`src/rtl/brg_hcc_freeze_pkg.sv`:
```
`default_nettype none
// ============================================================================
//  Module  : brg_hcc_freeze_pkg
//  Purpose : Shared types and constants for the HCC freeze controller:
//            the per-core freeze FSM state encoding and the bit positions of
//            the per-core status word returned on CSR loads.
//  Ports   : none (package)
//  Config  : BRG_HCC_FREEZE_DRAIN_EN (used by importers, not here)
//  Rev     : 1.0  initial release
// ============================================================================
package brg_hcc_freeze_pkg;

  typedef enum logic [1:0] {
    FRZ_RUN    = 2'd0,
    FRZ_DRAIN  = 2'd1,
    FRZ_FROZEN = 2'd2
  } freeze_state_e;

  // Per-core status word layout: {draining, frozen}
  localparam int unsigned STAT_FROZEN_BIT = 0;
  localparam int unsigned STAT_DRAIN_BIT  = 1;
  localparam int unsigned STAT_WIDTH      = 2;

  function automatic logic [STAT_WIDTH-1:0] pack_status(input logic frozen,
                                                        input logic draining);
    logic [STAT_WIDTH-1:0] s;
    s                  = '0;
    s[STAT_FROZEN_BIT] = frozen;
    s[STAT_DRAIN_BIT]  = draining;
    return s;
  endfunction

endpackage : brg_hcc_freeze_pkg
`default_nettype wire

```
`src/rtl/brg_hcc_freeze_ctrl_if.sv`:
```
`default_nettype none
// ============================================================================
//  Module  : brg_hcc_freeze_ctrl_if
//  Purpose : Slave request/response bus of the freeze controller.
//  Signals : in_v_i / in_we_i      request valid / request is a store
//            in_addr_i / in_data_i request word address / store data
//            in_yumi_o             request consumed
//            returning_v_o/_data_o response valid / load data
//  Modports: master (requester side), slave (controller side)
//  Rev     : 1.0  initial release
// ============================================================================
interface brg_hcc_freeze_ctrl_if #(
  parameter int data_width_p = 32,
  parameter int addr_width_p = 32
);

  logic                    in_v_i;
  logic                    in_we_i;
  logic [addr_width_p-1:0] in_addr_i;
  logic [data_width_p-1:0] in_data_i;
  logic                    in_yumi_o;
  logic                    returning_v_o;
  logic [data_width_p-1:0] returning_data_o;

  modport master (
    output in_v_i, in_we_i, in_addr_i, in_data_i,
    input  in_yumi_o, returning_v_o, returning_data_o
  );

  modport slave (
    input  in_v_i, in_we_i, in_addr_i, in_data_i,
    output in_yumi_o, returning_v_o, returning_data_o
  );

endinterface : brg_hcc_freeze_ctrl_if
`default_nettype wire

```
`src/rtl/brg_hcc_freeze_fsm.sv`:
```
`default_nettype none
// ============================================================================
//  Module  : brg_hcc_freeze_fsm
//  Purpose : Freeze state machine for one core (RUN / DRAIN / FROZEN).
//            A freeze request stops the core's network traffic; with draining
//            enabled the core is only reported frozen once all outgoing
//            credits have returned.
//  Ports   : clk_i, reset_n_i       clock, async active-low reset
//            freeze_req_i           one-cycle freeze request
//            unfreeze_req_i         one-cycle unfreeze request
//            credits_i              current outgoing credit count
//            frozen_o / draining_o  status flags
//            run_o                  core traffic may pass
//  Config  : BRG_HCC_FREEZE_DRAIN_EN -- when undefined, a freeze request
//            goes straight to FROZEN and draining_o is tied low.
//  Rev     : 1.0  initial release
// ============================================================================
module brg_hcc_freeze_fsm
  import brg_hcc_freeze_pkg::*;
#(
  parameter int credit_width_p    = 8,
  parameter int max_out_credits_p = 200
) (
  input  logic                      clk_i,
  input  logic                      reset_n_i,
  input  logic                      freeze_req_i,
  input  logic                      unfreeze_req_i,
  input  logic [credit_width_p-1:0] credits_i,
  output logic                      frozen_o,
  output logic                      draining_o,
  output logic                      run_o
);

  localparam logic [credit_width_p-1:0] FULL_CREDITS = credit_width_p'(max_out_credits_p);

  freeze_state_e state_r;
  freeze_state_e state_n;

  always_ff @(posedge clk_i or negedge reset_n_i) begin
    if (!reset_n_i) begin
      state_r <= FRZ_FROZEN;
    end else begin
      state_r <= state_n;
    end
  end

  always_comb begin
    state_n    = state_r;
    frozen_o   = (state_r == FRZ_FROZEN);
    run_o      = (state_r == FRZ_RUN);
`ifdef BRG_HCC_FREEZE_DRAIN_EN
    draining_o = (state_r == FRZ_DRAIN);
`else
    draining_o = 1'b0;
`endif

    case (state_r)
      FRZ_RUN: begin
        if (freeze_req_i) begin
`ifdef BRG_HCC_FREEZE_DRAIN_EN
          state_n = FRZ_DRAIN;
`else
          state_n = FRZ_FROZEN;
`endif
        end
      end
      FRZ_DRAIN: begin
        // A cancel wins over credits completing in the same cycle.
        if (unfreeze_req_i) begin
          state_n = FRZ_RUN;
        end else if (credits_i == FULL_CREDITS) begin
          state_n = FRZ_FROZEN;
        end
      end
      FRZ_FROZEN: begin
        if (unfreeze_req_i) begin
          state_n = FRZ_RUN;
        end
      end
      default: state_n = FRZ_FROZEN;
    endcase
  end

endmodule : brg_hcc_freeze_fsm
`default_nettype wire

```
`src/rtl/brg_hcc_freeze_ctrl.sv`:
```
`default_nettype none
// ============================================================================
//  Module  : brg_hcc_freeze_ctrl
//  Purpose : CSR-controlled per-core freeze controller. One freeze CSR per
//            core at csr_base_addr_p + k, plus a broadcast CSR right after
//            the last core. Every request is accepted immediately and gets
//            a registered response one cycle later.
//  Ports   : clk_i, reset_n_i    clock, async active-low reset
//            bus (slave)         CSR request / response bus
//            core_v_i/_ready_i   per-core outgoing valid / endpoint ready
//            core_v_o/_ready_o   same, gated off while not running
//            out_credits_i       per-core outgoing credit counts
//            freeze_o            per-core frozen flag
//  Config  : BRG_HCC_FREEZE_DRAIN_EN enables the credit-drain state.
//  Rev     : 1.0  initial release
// ============================================================================
module brg_hcc_freeze_ctrl
  import brg_hcc_freeze_pkg::*;
#(
  parameter int num_cores_p       = 4,
  parameter int data_width_p      = 32,
  parameter int addr_width_p      = 32,
  parameter int max_out_credits_p = 200,
  parameter int csr_base_addr_p   = 0
) (
  input  logic                    clk_i,
  input  logic                    reset_n_i,
  brg_hcc_freeze_ctrl_if.slave    bus,
  input  logic [num_cores_p-1:0]  core_v_i,
  input  logic [num_cores_p-1:0]  core_ready_i,
  output logic [num_cores_p-1:0]  core_v_o,
  output logic [num_cores_p-1:0]  core_ready_o,
  input  logic [num_cores_p-1:0][$clog2(max_out_credits_p+1)-1:0] out_credits_i,
  output logic [num_cores_p-1:0]  freeze_o
);

  localparam int CREDIT_WIDTH = $clog2(max_out_credits_p + 1);

  logic [addr_width_p-1:0] offset;
  logic [num_cores_p-1:0]  hit_core;
  logic                    hit_bcast;
  logic                    store_v;
  logic                    load_v;
  logic [num_cores_p-1:0]  freeze_req;
  logic [num_cores_p-1:0]  unfreeze_req;
  logic [data_width_p-1:0] load_data;

  logic [num_cores_p-1:0]  frozen;
  logic [num_cores_p-1:0]  draining;
  logic [num_cores_p-1:0]  running;

  logic                    resp_v_r;
  logic [data_width_p-1:0] resp_data_r;

  // Only bit 0 of store data carries meaning.
  logic unused_data_bits;
  assign unused_data_bits = ^bus.in_data_i[data_width_p-1:1];

  assign bus.in_yumi_o = bus.in_v_i;
  assign store_v       = bus.in_v_i & bus.in_we_i;
  assign load_v        = bus.in_v_i & ~bus.in_we_i;

  // Offset decode; an offset outside 0..num_cores_p hits nothing.
  always_comb begin
    offset    = bus.in_addr_i - addr_width_p'(csr_base_addr_p);
    hit_bcast = (offset == addr_width_p'(num_cores_p));
    hit_core  = '0;
    for (int i = 0; i < num_cores_p; i++) begin
      hit_core[i] = (offset == addr_width_p'(i));
    end
  end

  always_comb begin
    freeze_req   = '0;
    unfreeze_req = '0;
    for (int i = 0; i < num_cores_p; i++) begin
      if (store_v && (hit_core[i] || hit_bcast)) begin
        freeze_req[i]   =  bus.in_data_i[0];
        unfreeze_req[i] = ~bus.in_data_i[0];
      end
    end
  end

  // Load data reflects the current (pre-update) state.
  always_comb begin
    load_data = '0;
    if (hit_bcast) begin
      load_data = data_width_p'(frozen);
    end else begin
      for (int i = 0; i < num_cores_p; i++) begin
        if (hit_core[i]) begin
          load_data = data_width_p'(pack_status(frozen[i], draining[i]));
        end
      end
    end
  end

  always_ff @(posedge clk_i or negedge reset_n_i) begin
    if (!reset_n_i) begin
      resp_v_r    <= 1'b0;
      resp_data_r <= '0;
    end else begin
      resp_v_r    <= bus.in_v_i;
      resp_data_r <= load_v ? load_data : '0;
    end
  end

  assign bus.returning_v_o    = resp_v_r;
  assign bus.returning_data_o = resp_data_r;

  generate
    for (genvar k = 0; k < num_cores_p; k++) begin : g_core
      brg_hcc_freeze_fsm #(
        .credit_width_p    (CREDIT_WIDTH),
        .max_out_credits_p (max_out_credits_p)
      ) u_fsm (
        .clk_i          (clk_i),
        .reset_n_i      (reset_n_i),
        .freeze_req_i   (freeze_req[k]),
        .unfreeze_req_i (unfreeze_req[k]),
        .credits_i      (out_credits_i[k]),
        .frozen_o       (frozen[k]),
        .draining_o     (draining[k]),
        .run_o          (running[k])
      );
    end
  endgenerate

  assign freeze_o     = frozen;
  assign core_v_o     = core_v_i & running;
  assign core_ready_o = core_ready_i & running;

endmodule : brg_hcc_freeze_ctrl
`default_nettype wire

```
`src/flat_wrapper.sv`:
```
// flat-port wrapper written by rule: the top's interface ports become plain ports
module brg_hcc_freeze_ctrl_flat import brg_hcc_freeze_pkg::*;
#(
  parameter int num_cores_p       = 4,
  parameter int data_width_p      = 32,
  parameter int addr_width_p      = 32,
  parameter int max_out_credits_p = 200,
  parameter int csr_base_addr_p   = 0
)
  (clk_i, reset_n_i, core_v_i, core_ready_i, core_v_o, core_ready_o, out_credits_i, freeze_o, bus_in_v_i, bus_in_we_i, bus_in_addr_i, bus_in_data_i, bus_in_yumi_o, bus_returning_v_o, bus_returning_data_o);
  brg_hcc_freeze_ctrl_if #(.data_width_p(data_width_p), .addr_width_p(addr_width_p)) bus_i ();
  input  logic clk_i;
  input  logic reset_n_i;
  input  logic [num_cores_p-1:0] core_v_i;
  input  logic [num_cores_p-1:0] core_ready_i;
  output logic [num_cores_p-1:0] core_v_o;
  output logic [num_cores_p-1:0] core_ready_o;
  input  logic [num_cores_p-1:0][$clog2(max_out_credits_p+1)-1:0] out_credits_i;
  output logic [num_cores_p-1:0] freeze_o;
  input wire logic [$bits(bus_i.in_v_i)-1:0] bus_in_v_i;
  input wire logic [$bits(bus_i.in_we_i)-1:0] bus_in_we_i;
  input wire logic [$bits(bus_i.in_addr_i)-1:0] bus_in_addr_i;
  input wire logic [$bits(bus_i.in_data_i)-1:0] bus_in_data_i;
  output wire logic [$bits(bus_i.in_yumi_o)-1:0] bus_in_yumi_o;
  output wire logic [$bits(bus_i.returning_v_o)-1:0] bus_returning_v_o;
  output wire logic [$bits(bus_i.returning_data_o)-1:0] bus_returning_data_o;
  assign bus_i.in_v_i = bus_in_v_i;
  assign bus_i.in_we_i = bus_in_we_i;
  assign bus_i.in_addr_i = bus_in_addr_i;
  assign bus_i.in_data_i = bus_in_data_i;
  assign bus_in_yumi_o = bus_i.in_yumi_o;
  assign bus_returning_v_o = bus_i.returning_v_o;
  assign bus_returning_data_o = bus_i.returning_data_o;
  brg_hcc_freeze_ctrl #(.num_cores_p(num_cores_p), .data_width_p(data_width_p), .addr_width_p(addr_width_p), .max_out_credits_p(max_out_credits_p), .csr_base_addr_p(csr_base_addr_p)) u_core (.clk_i(clk_i), .reset_n_i(reset_n_i), .bus(bus_i), .core_v_i(core_v_i), .core_ready_i(core_ready_i), .core_v_o(core_v_o), .core_ready_o(core_ready_o), .out_credits_i(out_credits_i), .freeze_o(freeze_o));
endmodule
```
`config.mk`:
```
export PLATFORM = sky130hd
export DESIGN_NAME = brg_hcc_freeze_ctrl_flat
export DESIGN_NICKNAME = d
export VERILOG_FILES = /design/src/rtl/brg_hcc_freeze_pkg.sv /design/src/rtl/brg_hcc_freeze_ctrl_if.sv /design/src/rtl/brg_hcc_freeze_fsm.sv /design/src/rtl/brg_hcc_freeze_ctrl.sv /design/src/flat_wrapper.sv
export SDC_FILE = /design/constraint.sdc
export NUM_CORES = 1
export LEC_CHECK = 0
export ABC_AREA = 1
export CELL_PAD_IN_SITES_DETAIL_PLACEMENT = 1
export CELL_PAD_IN_SITES_GLOBAL_PLACEMENT = 2
export CORE_ASPECT_RATIO = 1.25
export CORE_MARGIN = 10
export CORE_UTILIZATION = 10
export DETAILED_ROUTE_END_ITERATION = 10
export PLACE_DENSITY_LB_ADDON = 0.1
export SYNTH_ARGS = -nofsm -noshare
export SYNTH_HDL_FRONTEND = slang
export SYNTH_SLANG_ARGS = --single-unit
```
`constraint.sdc`:
```
create_clock -name clk_i -period 2 [get_ports clk_i]
set_clock_uncertainty 0.1 [all_clocks]
set_input_delay 0.3 -clock clk_i [delete_from_list [all_inputs] [get_ports clk_i]]
set_output_delay 0.3 -clock clk_i [all_outputs]
set_load 0.1 [all_outputs]
```
Word-level counts from Yosys, hierarchy flattened. Cells that the tools add are included.

Bitwise logic cells: 6. Reductions and logical operators: 17. Eq/ne operators: 28. Multiplexer cells: 34.

Operator list (count): $eq 32x2->1 const B (2); $eq 32x1->1 const B (1); $eq 32x3->1 const B (1); $eq 8x8->1 const B (4); $logic_not 32->1 (1); $mux 2 (16); $mux 32 (1); $pmux 2 s3 (4); $ne 2x2->1 const B (8); $mux 1 (12); $ne 3x3->1 const B (4); $reduce_and 3->1 (4); $and 4x4->4 (2); $eq 2x1->1 const B (4); $eq 2x2->1 const B (4); $logic_not 2->1 (4); $logic_and 1x1->1 (4); $logic_or 1x1->1 (4); $mux 4 (1); $and 1x1->1 (2); $not 1->1 (2).

Output and inout port bits: 46. Register bits: 41. Word-level logic and storage cells: 91. Input port bits: 108.

Logic depth before layout (Yosys ltp). Gate-level depths: netlist of the first run.

Depth in word-level cells: 7. Depth in mapped cells: 11. Gate-level depth less buffers: 11.

Modules after synthesis. Synthesis of the first run repeated with hierarchy kept, for this count alone.

Cells, all modules: 195. Area, all modules: 1166.1 µm².

Modules (own cells, without submodules): brg_hcc_freeze_ctrl (area an instance 920.9 µm², cells each 163, instances 1, sequential area each 125.1 µm²); brg_hcc_freeze_fsm (area an instance 61.3 µm², cells each 8, instances 4, sequential area each 26.3 µm²).

Worst setup path before layout of the first run. OpenSTA, ideal clock, no wires.

Path kind: register -> output. Start point: reg u_core.g_core[3].u_fsm.state_r[1]. End point: out core_ready_o[3]. Required time: 1.600 ns. Cell stages (with the launch flop): 2. Path slack: -0.031 ns. Buffers on the path: 0. Data arrival time: 1.631 ns. Cells stage by stage: dfstp_2 -> nor2_1.

Word-level cells in the longest chain between the ends: 2.

Ends and longest elaborated chain: start, declared (RTL line brg_hcc_freeze_fsm.sv:36) `freeze_state_e state_r;`; start signal, assigned (RTL line brg_hcc_freeze_fsm.sv:43) `state_r <= state_n;`; $logic_not 2->1 (RTL line brg_hcc_freeze_fsm.sv:50) `run_o = (state_r == FRZ_RUN);`; $and 4x4->4 (RTL line brg_hcc_freeze_ctrl.sv:131) `assign core_ready_o = core_ready_i & running;`; end, declared (RTL line flat_wrapper.sv:17) `output logic [num_cores_p-1:0] core_ready_o;`.

No other way between the ends.

Worst setup path after layout of the first run.
Start point: in bus_in_addr_i[4]. End point: reg u_core.g_core[0].u_fsm.state_r[1].

Word-level cells in the longest chain between the ends: 6. Elaborated cells on any way between the ends: 12. Classes of those cells: eq/ne (4); mux (4); reduce/logical (4).

Ends and longest elaborated chain: start, declared (RTL line flat_wrapper.sv:22) `input wire logic [$bits(bus_i.in_addr_i)-1:0] bus_in_addr_i;`; $eq 32x3->1 / $logic_not 32->1 (equally long branches) (RTL line brg_hcc_freeze_ctrl.sv:66, brg_hcc_freeze_ctrl.sv:69); $logic_or 1x1->1 * (RTL line brg_hcc_freeze_ctrl.sv:77) `if (store_v && (hit_core[i] || hit_bcast)) begin`; $logic_and 1x1->1 * (RTL line brg_hcc_freeze_ctrl.sv:77); $mux 1 (RTL line brg_hcc_freeze_ctrl.sv:77); $ne 3x3->1 (no source line) (tied with other cells); $reduce_and 3->1 (no source line) / $pmux 2 s3 (equally long branches); end signal, assigned (RTL line brg_hcc_freeze_fsm.sv:43); end, declared (RTL line brg_hcc_freeze_fsm.sv:36).

Mark *: on every way between the ends. The rest lies on a longest branch, timed or not. A chain may end at the register's enable or synchronous reset.

==> metrics.sh, run 1 <==
WORST_CASE_SETUP_MARGIN_IN_THE_FINAL_LAYOUT_PS=374
POST_SYNTH_NUM_CELL_TYPES=21
SETUP_REPAIR_AFTER_GLOBAL_ROUTING_MISSED_ITS_MARGIN='false'
YS.FLOP_TYPE='dfrtp_1'
CRIT_REQUIRED_PS=2070
CELL_TYPES_OCCUPYING_THE_MOST_AREA_AFTER_SYNTHESIS='buf_4, dfrtp_1, inv_1'
SYNTHDOMINANTCELLAREASHARE_PCT=22.8
DOMINANT_COMBINATIONAL_CELL_FAMILY_BY_AREA_AFTER_SYNTHESIS='simple AND/OR/NAND/NOR gates'
POST-SYNTH-TOP-AREA-CELL='buf_4'
VIAS=1085
CLK_TRANSITION_REPORTED_PATHS_PS=40
CTS-HOLD-FIX-BUFFERS=0
ROUTE.DETAILED.WL_PER_INST_UM=11.1
LAYOUT.FILLER_CELLS=1299
PLACEABLECOREAREA_UM2=10600
SYNTHMUXAREASHARE_PCT=0
AREA_GROWTH_PCT=78.1
FINAL-SETUP-VIOL-COUNT=0
FIN_TOTAL_PWR_uW=930
FP.DIEW_UM=113
YS_TOP_CELLS_BY_COUNT='buf_4, inv_1, nand2_1, nor2_1'
LAYOUT.CELLS.NON_FILLER=368
SYNTH_SEQUENTIAL_AREA_RATIO_PCT=21.2
GRT_FIRST_PASS_WIRELENGTH_MM=6.26
DESIGN.PORTCOUNT=154
SYNTHESIZED_AREA_FRACTION_OCCUPIED_BY_AO_OA_AOI_AND_OAI_CELLS_PCT=6.34
SYN-MEAN-INSTANCE-AREA_UM2=6.21
NUM_ANTENNA_CELLS=0
PLACED_AREA_UM2=1860
FIN_NETS=345
FINALWORSTPATHREQUIREDPERIOD_PS=1630
CRIT_ARRIVAL_PS=1690
SYNTH_FA_HA_AREA_SHARE_PCT=0
GRT.OVERFLOW.TOTAL=0
H-TREE-DEPTH=1
TIMING.FMAX_MHz=615
ANTENNA_VIOLATIONS_BEFORE_REPAIR=0
DRT_FIRST_ITER_VIOLATIONS=8
SYN-INSTANCE-COUNT=175
DRTANTENNAVIOLNETS=0
SETUP.WORST_PATH.CLASS='input pin to register'
POSTCTSSETUPBUFFERS=0
RUN_STATUS='finished clean'
NETLIST_AREA_UM2=1090
POSTCTSRESIZEDCELLS=0
PLACE.DETAILED.HPWL_MM=3.78
CTS_ROOT_BUFFER='clkbuf_16'
CRITICAL_PATH_PEAK_FANOUT=9
SYNTH-XOR-AREA-SHARE_PCT=0
POSTSYNTH.ASYNCRESETSHARE_PCT=100
POSTSYNTHREGISTERBITS=9
GP_CONGESTION=0.634
START_KIND='input pin'
LEAKAGEPOWER_uW=0.000927
POST_ROUTE_CELLS_DRIVE_ABOVE_1_SHARE_PCT=20.8
SYNTHESIS.YOSYS.WARNINGS=0
FINAL_HOLD_VIOL_COUNT=0
DESIGN_AREA_UM2=1930
TOT_GR_TRACK_USE_PCT=5.04
VIA_COUNT_OF_THE_FIRST_GLOBAL_ROUTING_PASS=1276
NUMBER_OF_SYNTHESIZED_FLOPS_WITH_AN_ENABLE_PIN=0
DIE-AREA_UM2=15500
SYNTH_MOST_COMMON_CELL='buf_4'
VDD_IR_DROP_MAX_uV=197
FINAL_ROUTED_WIRELENGTH_MM=4.08
CELL_COUNT_AFTER_PLACEMENT=364
TRITONCTS.NUM_BUFFERS=3
DIE_HEIGHT_UM=137
NUM_ROWS=42
GRT_MAX_DEGREE=10
MIN_PERIOD_OVER_PERIOD_PCT=81.3
TIMING.CRITICAL_PATH.TO_TYPE='register'
CTSLONGESTPATHBUFFERS=2
CAP_VIOL_MAX_COUNT=0
PLACEMENT.SETUP.WORST_SLACK_PS=71.0
NUMPORTBUFFERS=62
SYNTH_SIMPLE_GATE_AREA_SHARE_PCT=37.0
POWER_DENSITY_nW_PER_UM2=481
CLK_LATENCY_WORST_SKEW_PAIR_PS=230
FIRST_PASS_ITERATION_COUNT_OF_THE_DETAILED_ROUTER=2
REPORT.FINAL.SLEW_VIOL_COUNT=0
VIAS_PER_CELL=2.95
CLOCK_TREE_FROM_TRITONCTS='yes'
DRT_DRC_VIOLATIONS_LEFT=0
CLOCK_SINK_COUNT=9
WORSTHOLDPATHTYPE='input pin to async pin'
EFFECTIVE_UTILIZATION_AT_FLOORPLAN_PCT=10.2
RR_WORST_DEPTH=6
[registers in the layout, summed over array words and instances, names as in the netlist]
| signal | flops |
|---|---|
| u_core.g_core.u_fsm.state_r | 4 |
| u_core.bus.returning_data_o | 4 |
| u_core.bus.returning_v_o | 1 |
[final timing paths]
kind                       slack [ps]                                 to                              start
setup / recovery                  370  u_core.g_core[0].u_fsm.state_r[1]                   bus_in_addr_i[4]
hold / removal                    280     u_core.bus.returning_data_o[1]                          reset_n_i
setup reg to reg                  700     u_core.bus.returning_data_o[0]  u_core.g_core[0].u_fsm.state_r[1]
hold reg to reg                   480     u_core.bus.returning_data_o[3]  u_core.g_core[3].u_fsm.state_r[1]
max in group asynchronous        1180  u_core.g_core[0].u_fsm.state_r[1]                          reset_n_i
min in group clk_i                480     u_core.bus.returning_data_o[3]  u_core.g_core[3].u_fsm.state_r[1]
[critical path, stage by stage]
cell             delay, ps
clkdlybuf4s50_1        420
inv_1                   60
nand2_1                 80
nor2_4                 170
nand3_2                110
nor2_4                 120
nand2_4                110
o21ai_2                 70
nand2_1                 80
o21ai_1                120
inv_1                   50
[layout make-up]
type	instances	area [um2]	area share, %
clock buffer	4	78.8	4.08
tap	132	165	8.54
sequential	9	230	11.9
multi-input combinational	125	581	30.0
inverter	35	134	6.92
timing repair buffer	63	746	38.6
[logic make-up after synthesis]
kind of cell,Yosys count
AO/OA/AOI/OAI,11
buffers and inverters,68
other,1
AND/OR/NAND/NOR,86
flip-flops,9
[power by group]
| group | total, uW | leakage, uW | switching, uW | internal (uW) |
|---|---|---|---|---|
| registers | 185 | 0.000110 | 0.259 | 184 |
| clock network | 358 | 0.0000382 | 91.0 | 267 |
| logic | 388 | 0.000779 | 295 | 93.1 |
[cell usage in the layout, fill, tap and decap left out, types with 5 or more instances in the layout]
| master | Yosys | routed |
|---|---|---|
| nand3_1 | 7 | 7 |
| nand2_1 | 30 | 30 |
| dfrtp_1 | 5 | 5 |
| nor2_1 | 30 | 28 |
| buf_4 | 33 | 6 |
| nor2_2 | 7 | 9 |
| buf_12 | 0 | 13 |
| nor3_1 | 5 | 5 |
| clkdlybuf4s50_1 | 0 | 44 |
| conb_1 | 1 | 28 |
| inv_1 | 31 | 31 |
[per-layer routing]
metal / up-vias / routed length (um) / global-route usage [%]
met3: 2 / 352 / 1.93
met2: 44 / 2140 / 8.94
li1: 580 / - / -
met1: 459 / 1560 / 5.18
met5: - / 0 / 0
met4: 0 / 28 / 2.12
[per-stage QoR]
stage / util (%) / hold slack (ps) / TNS [ps]
floorplan: - / -95.6 / -183
CTS: 18.2 / 305 / 0
global route: 18.2 / 318 / 0
global placement: 17.5 / 479 / 0
finish: 18.2 / 283 / 0
detailed placement: 17.5 / 472 / 0
Power figures use the tool's default switching activity.
==> run 2: changes to the inputs <==
==> constraint.sdc (replaced) <==
create_clock -name clk_i -period 1.3 [get_ports clk_i]
set_clock_uncertainty 0.1 [all_clocks]
set_input_delay 0.195 -clock clk_i [delete_from_list [all_inputs] [get_ports clk_i]]
set_output_delay 0.195 -clock clk_i [all_outputs]
set_load 0.1 [all_outputs]
==> run 2 against run 1 <==
Wire length up 7.6%. Register-to-register slack worse by 680 ps. Largest power group unchanged. Die area unchanged. Critical endpoint is now core_ready_o[0]. Global-route usage up 0.47 points. Worst hold slack worse by 120 ps. Utilization up 2.0 points. Cell area up 11%. Non-clock buffer count up 17. The run now ends with negative setup slack left.
==> metrics.sh, run 2 (synthesis results as in run 1) <==
WORSTHOLDPATHTYPE='input pin to async pin'
LAYOUT.FILLER_CELLS=1305
CLK_TRANSITION_REPORTED_PATHS_PS=40
FIRST_PASS_ITERATION_COUNT_OF_THE_DETAILED_ROUTER=3
TIMING.CRITICAL_PATH.TO_TYPE='output pin'
TIMING.CRITICAL_PATH.MAX_DELAY_FAMILY='flip-flops'
WORST_CASE_SETUP_MARGIN_IN_THE_FINAL_LAYOUT_PS=-88.5
TIMING.FMAX_MHz=720
DRT_DRC_VIOLATIONS_LEFT=0
NUM_ANTENNA_CELLS=0
DESIGN.PORTCOUNT=154
CLOCK_TREE_FROM_TRITONCTS='yes'
CAP_VIOL_MAX_COUNT=0
DRTANTENNAVIOLNETS=0
MIN_PERIOD_OVER_PERIOD_PCT=107
FINALWORSTPATHREQUIREDPERIOD_PS=1390
CRIT_ARRIVAL_PS=1090
CLK_LATENCY_WORST_SKEW_PAIR_PS=240
ANTENNA_VIOLATIONS_BEFORE_REPAIR=0
ROUTE.DETAILED.WL_PER_INST_UM=11.4
SETUP_REPAIR_AFTER_GLOBAL_ROUTING_MISSED_ITS_MARGIN='true'
MOSTFREQUENTLAYOUTCELLS='conb_1, clkbuf_2, inv_1'
PLACE.DETAILED.HPWL_MM=3.94
LEAKAGEPOWER_uW=0.00103
VIAS_PER_CELL=3.14
REPORT.FINAL.SLEW_VIOL_COUNT=0
CRIT_REQUIRED_PS=1000
TOT_GR_TRACK_USE_PCT=5.51
FINAL_ROUTED_WIRELENGTH_MM=4.38
FIN_TOTAL_PWR_uW=1440
GRT_MAX_DEGREE=10
FP.DIEW_UM=113
DIE_HEIGHT_UM=137
START_KIND='register'
CRITICAL_PATH.N_BUFFERS_INVERTERS=2
CTS_ROOT_BUFFER='clkbuf_16'
H-TREE-DEPTH=1
GRT_FIRST_PASS_WIRELENGTH_MM=6.96
WORST_PATH_LARGEST_CELL_DELAY_PS=530
FINAL_COMMON_CELL='conb_1'
VIOLATED_CHECKS='negative setup slack'
GRT.OVERFLOW.TOTAL=0
VIAS=1209
PLACEABLECOREAREA_UM2=10600
FINAL-SETUP-VIOL-COUNT=12
SETUP.WORST_PATH.CLASS='register to output pin'
VDD_IR_DROP_MAX_uV=305
FIN_NETS=362
TIMING.CRITICAL_PATH.CELLS='buf_6 -> nor2_2 -> buf_12'
CLOCK_SINK_COUNT=9
AREA_GROWTH_PCT=97.7
POST_ROUTE_CELLS_DRIVE_ABOVE_1_SHARE_PCT=53.0
CRITICAL_PATH.SLOWEST_CELL='dfstp_2'
FINAL_HOLD_VIOL_COUNT=0
GP_CONGESTION=0.711
NUMPORTBUFFERS=62
CTSLONGESTPATHBUFFERS=2
RUN_STATUS='finished with violations'
VIA_COUNT_OF_THE_FIRST_GLOBAL_ROUTING_PASS=1441
NUM_ROWS=42
FIN_SETUP_TNS_PS=-778
DRT_FIRST_ITER_VIOLATIONS=17
POWER_DENSITY_nW_PER_UM2=671
DIE-AREA_UM2=15500
CRITICAL_PATH_PEAK_FANOUT=4
TRITONCTS.NUM_BUFFERS=3
EFFECTIVE_UTILIZATION_AT_FLOORPLAN_PCT=10.2
## run 2: stage by stage
step                      hold slack, ps  cell area [um2]  cells  setup slack, ps  utilization [%]
final                                164             2150    385            -88.5             20.2
after global routing                 202             2150    385             -114             20.2
after CTS                            176             2150    382            -99.0             20.3
after detailed placement             418             2010    374             -493             18.9
after global placement               404             2010    374             -565             18.9
after floorplan                     -201             1210    202             -173                -
## run 2: cell type report
type	instances	area (um2)	share of cell area [%]
timing repair buffer	80	807	37.6
multi-input combinational	125	729	34.0
sequential	9	230	10.7
tap	132	165	7.69
inverter	35	136	6.35
clock buffer	4	78.8	3.67
## run 2: report_power, final
group          internal, uW  total [uW]  switching, uW
Clock                   411         553            142
Sequential              284         285           1.23
Combinational           126         604            479
## run 2: worst paths after layout
| path | from | to | slack (ps) | depth (start not counted) |
|---|---|---|---|---|
| max in group asynchronous | reset_n_i | u_core.g_core[1].u_fsm.state_r[1] | 710 | 2 |
| max | u_core.g_core[0].u_fsm.state_r[1] | core_ready_o[0] | -90 | 3 |
| max reg2reg | u_core.g_core[1].u_fsm.state_r[1] | u_core.bus.returning_data_o[0] | 20 | 5 |
| min in group clk_i | bus_in_v_i | u_core.bus.returning_v_o | 260 | 2 |
| min reg2reg | u_core.g_core[0].u_fsm.state_r[1] | u_core.g_core[0].u_fsm.state_r[1] | 510 | 4 |
| min | reset_n_i | u_core.bus.returning_data_o[0] | 160 | 2 |
## run 2: timing repair
item | 4_1_cts | 5_1_grt
resized for setup | 84 | 64
setup buffers | 4 | 3
pin swaps | 41 | 44
hold buffers | 0 | 0
setup endpoints to repair | 21 | 20
## run 2: layer usage
layer / global-route usage, % / vias to the layer above / routed length, um
li1: - / 608 / -
met5: 0 / - / 0
met2: 10.2 / 48 / 2400
met4: 1.91 / 0 / 44
met3: 1.75 / 4 / 310
met1: 5.69 / 549 / 1630
==> run 3: changes to the inputs <==
--- a/config.mk
+++ b/config.mk
@@ -13,6 +13,7 @@
 export CORE_UTILIZATION = 10
 export DETAILED_ROUTE_END_ITERATION = 10
 export PLACE_DENSITY_LB_ADDON = 0.1
+export SKIP_LAST_GASP = 1
 export SYNTH_ARGS = -nofsm -noshare
 export SYNTH_HDL_FRONTEND = slang
 export SYNTH_SLANG_ARGS = --single-unit
==> run 3 against run 2 <==
The run still ends with negative setup slack left. Final cell count unchanged. Wire length about the same. Global-route usage unchanged. Die area unchanged. First-iteration DRC count unchanged. Sequential power about the same. Non-clock buffer count unchanged. Sequential cell count unchanged. Clock-buffer cell count unchanged. Setup slack unchanged. Critical path type unchanged.
==> metrics.sh, run 3 (synthesis results as in run 1) <==
RUN_STATUS='finished with violations'
VIOLATED_CHECKS='negative setup slack'
VIAS_PER_CELL=3.14
VIA_COUNT_OF_THE_FIRST_GLOBAL_ROUTING_PASS=1440
H-TREE-DEPTH=1
CLOCK_TREE_FROM_TRITONCTS='yes'
CAP_VIOL_MAX_COUNT=0
P_SW_uW=622
SETUP.WORST_PATH.CLASS='register to output pin'
MIN_PERIOD_OVER_PERIOD_PCT=107
SETUP_REPAIR_AFTER_GLOBAL_ROUTING_MISSED_ITS_MARGIN='true'
GRT.OVERFLOW.TOTAL=0
RR_WORST_DEPTH=5
FP.DIEW_UM=113
CLK_LATENCY_WORST_SKEW_PAIR_PS=240
P_SEQ_SHARE_PCT=19.7
FINAL-SETUP-VIOL-COUNT=12
FIN_SETUP_TNS_PS=-778
DRT_FIRST_ITER_VIOLATIONS=17
DIE-AREA_UM2=15500
WORSTHOLDPATHTYPE='input pin to async pin'
CRITICAL_PATH_CELL_COUNT=3
AREA_GROWTH_PCT=98.2
CRITICAL_PATH.SLOWEST_CELL='dfstp_2'
ROUTE.DETAILED.WL_PER_INST_UM=11.4
REPORT.FINAL.SLEW_VIOL_COUNT=0
GRT_FIRST_PASS_WIRELENGTH_MM=6.96
DIE_HEIGHT_UM=137
FIRST_PASS_ITERATION_COUNT_OF_THE_DETAILED_ROUTER=3
FIN_NETS=362
R2R-START='u_core.g_core[1].u_fsm.state_r[1]'
CLOCK_SINK_COUNT=9
FINAL_COMMON_CELL='conb_1'
START_KIND='register'
CRIT_ARRIVAL_PS=1090
NUMPORTBUFFERS=62
MOSTFREQUENTLAYOUTCELLS='conb_1, clkbuf_2, inv_1'
TIMING.FMAX_MHz=720
TIMING.CRITICAL_PATH.TO_TYPE='output pin'
CLK_TRANSITION_REPORTED_PATHS_PS=40
SETUP.WORST_PATH.START='u_core.g_core[0].u_fsm.state_r[1]'
WORST_CASE_SETUP_MARGIN_IN_THE_FINAL_LAYOUT_PS=-88.5
CLOCK_NETWORK_FRACTION_OF_DESIGN_POWER_PCT=38.3
TRITONCTS.NUM_BUFFERS=3
CRITICAL_PATH.N_BUFFERS_INVERTERS=2
POWER_FRAC_COMB_PCT=41.9
VDD_IR_DROP_MAX_uV=305
LEAKAGEPOWER_uW=0.00103
VIAS=1209
DRTANTENNAVIOLNETS=0
POWER_DENSITY_nW_PER_UM2=670
GRT_MAX_DEGREE=10
PLACE.DETAILED.HPWL_MM=3.94
TIMING.CRITICAL_PATH.MAX_DELAY_FAMILY='flip-flops'
ANTENNA_VIOLATIONS_BEFORE_REPAIR=0
NUM_ANTENNA_CELLS=0
TIMING.HOLD.WS_PS=164
INTPOWER_uW=821
SETUP.WORST_PATH.END='core_ready_o[0]'
CTS-HOLD-FIX-BUFFERS=0
CRIT_REQUIRED_PS=1000
CTSLONGESTPATHBUFFERS=2
POST_ROUTE_CELLS_DRIVE_ABOVE_1_SHARE_PCT=52.6
FINAL_ROUTED_WIRELENGTH_MM=4.38
TIMING.REG2REG.SETUP_SLACK_PS=20
NUM_ROWS=42
CTS_ROOT_BUFFER='clkbuf_16'
FINAL_HOLD_VIOL_COUNT=0
DESIGN.PORTCOUNT=154
PLACEABLECOREAREA_UM2=10600
EFFECTIVE_UTILIZATION_AT_FLOORPLAN_PCT=10.2
CRITICAL_PATH_PEAK_FANOUT=4
FINALWORSTPATHREQUIREDPERIOD_PS=1390
TIMING.RR.END='u_core.bus.returning_data_o[0]'
POWER_SWITCHING_SHARE_PCT=43.1
DRT_DRC_VIOLATIONS_LEFT=0
WORST_PATH_LARGEST_CELL_DELAY_PS=530
TIMING.CRITICAL_PATH.CELLS='buf_6 -> nor2_2 -> buf_12'
GP_CONGESTION=0.711
TOT_GR_TRACK_USE_PCT=5.51
-- run 3: worst min path at each step --
stage	from	endpoint	cells after the start
floorplan	reset_n_i	u_core.bus.returning_data_o[0]	0
CTS	reset_n_i	u_core.bus.returning_data_o[0]	2
detailed placement	reset_n_i	u_core.bus.returning_data_o[1]	2
global route	reset_n_i	u_core.bus.returning_data_o[1]	2
finish	reset_n_i	u_core.bus.returning_data_o[0]	2
global placement	reset_n_i	u_core.bus.returning_data_o[1]	2
-- run 3: routing by layer --
| layer | routed length (um) | vias to the layer above | track usage [%] |
|---|---|---|---|
| li1 | - | 608 | - |
| met1 | 1630 | 549 | 5.69 |
| met2 | 2400 | 48 | 10.2 |
| met3 | 310 | 4 | 1.75 |
| met4 | 44 | 0 | 1.91 |
| met5 | 0 | - | 0 |
-- run 3: power by group through the flow --
stage / sequential [uW] / clock, uW / combinational, uW
final: 285 / 553 / 605
after global routing: 285 / 583 / 637
after CTS: 285 / 569 / 601
after detailed placement: 288 / 0 / 616
after global placement: 288 / 0 / 615
after floorplan: 299 / 0 / 482
-- run 3: what timing repair did --
action | CTS | global route
buffers inserted | 4 | 3
resized for setup | 84 | 63
pin swaps | 41 | 44
setup endpoints to repair | 21 | 20
-- run 3: through the flow --
step	std cells	worst slack (ps)	utilization, %	power [uW]	cell area (um2)
floorplan	202	-173	-	781	1210
global placement	374	-565	18.9	903	2010
detailed placement	374	-493	18.9	904	2010
CTS	382	-99.0	20.3	1450	2150
global route	385	-114	20.3	1500	2150
finish	385	-88.5	20.3	1440	2150
-- run 3: layout make-up --
class                   count  area [um2]
well taps                 132         165
repair buffers             80         812
inverters                  35         136
flip-flops and latches      9         230
clock buffers               4        78.8
multi-input cells         125         729
fillers                  1304        8460
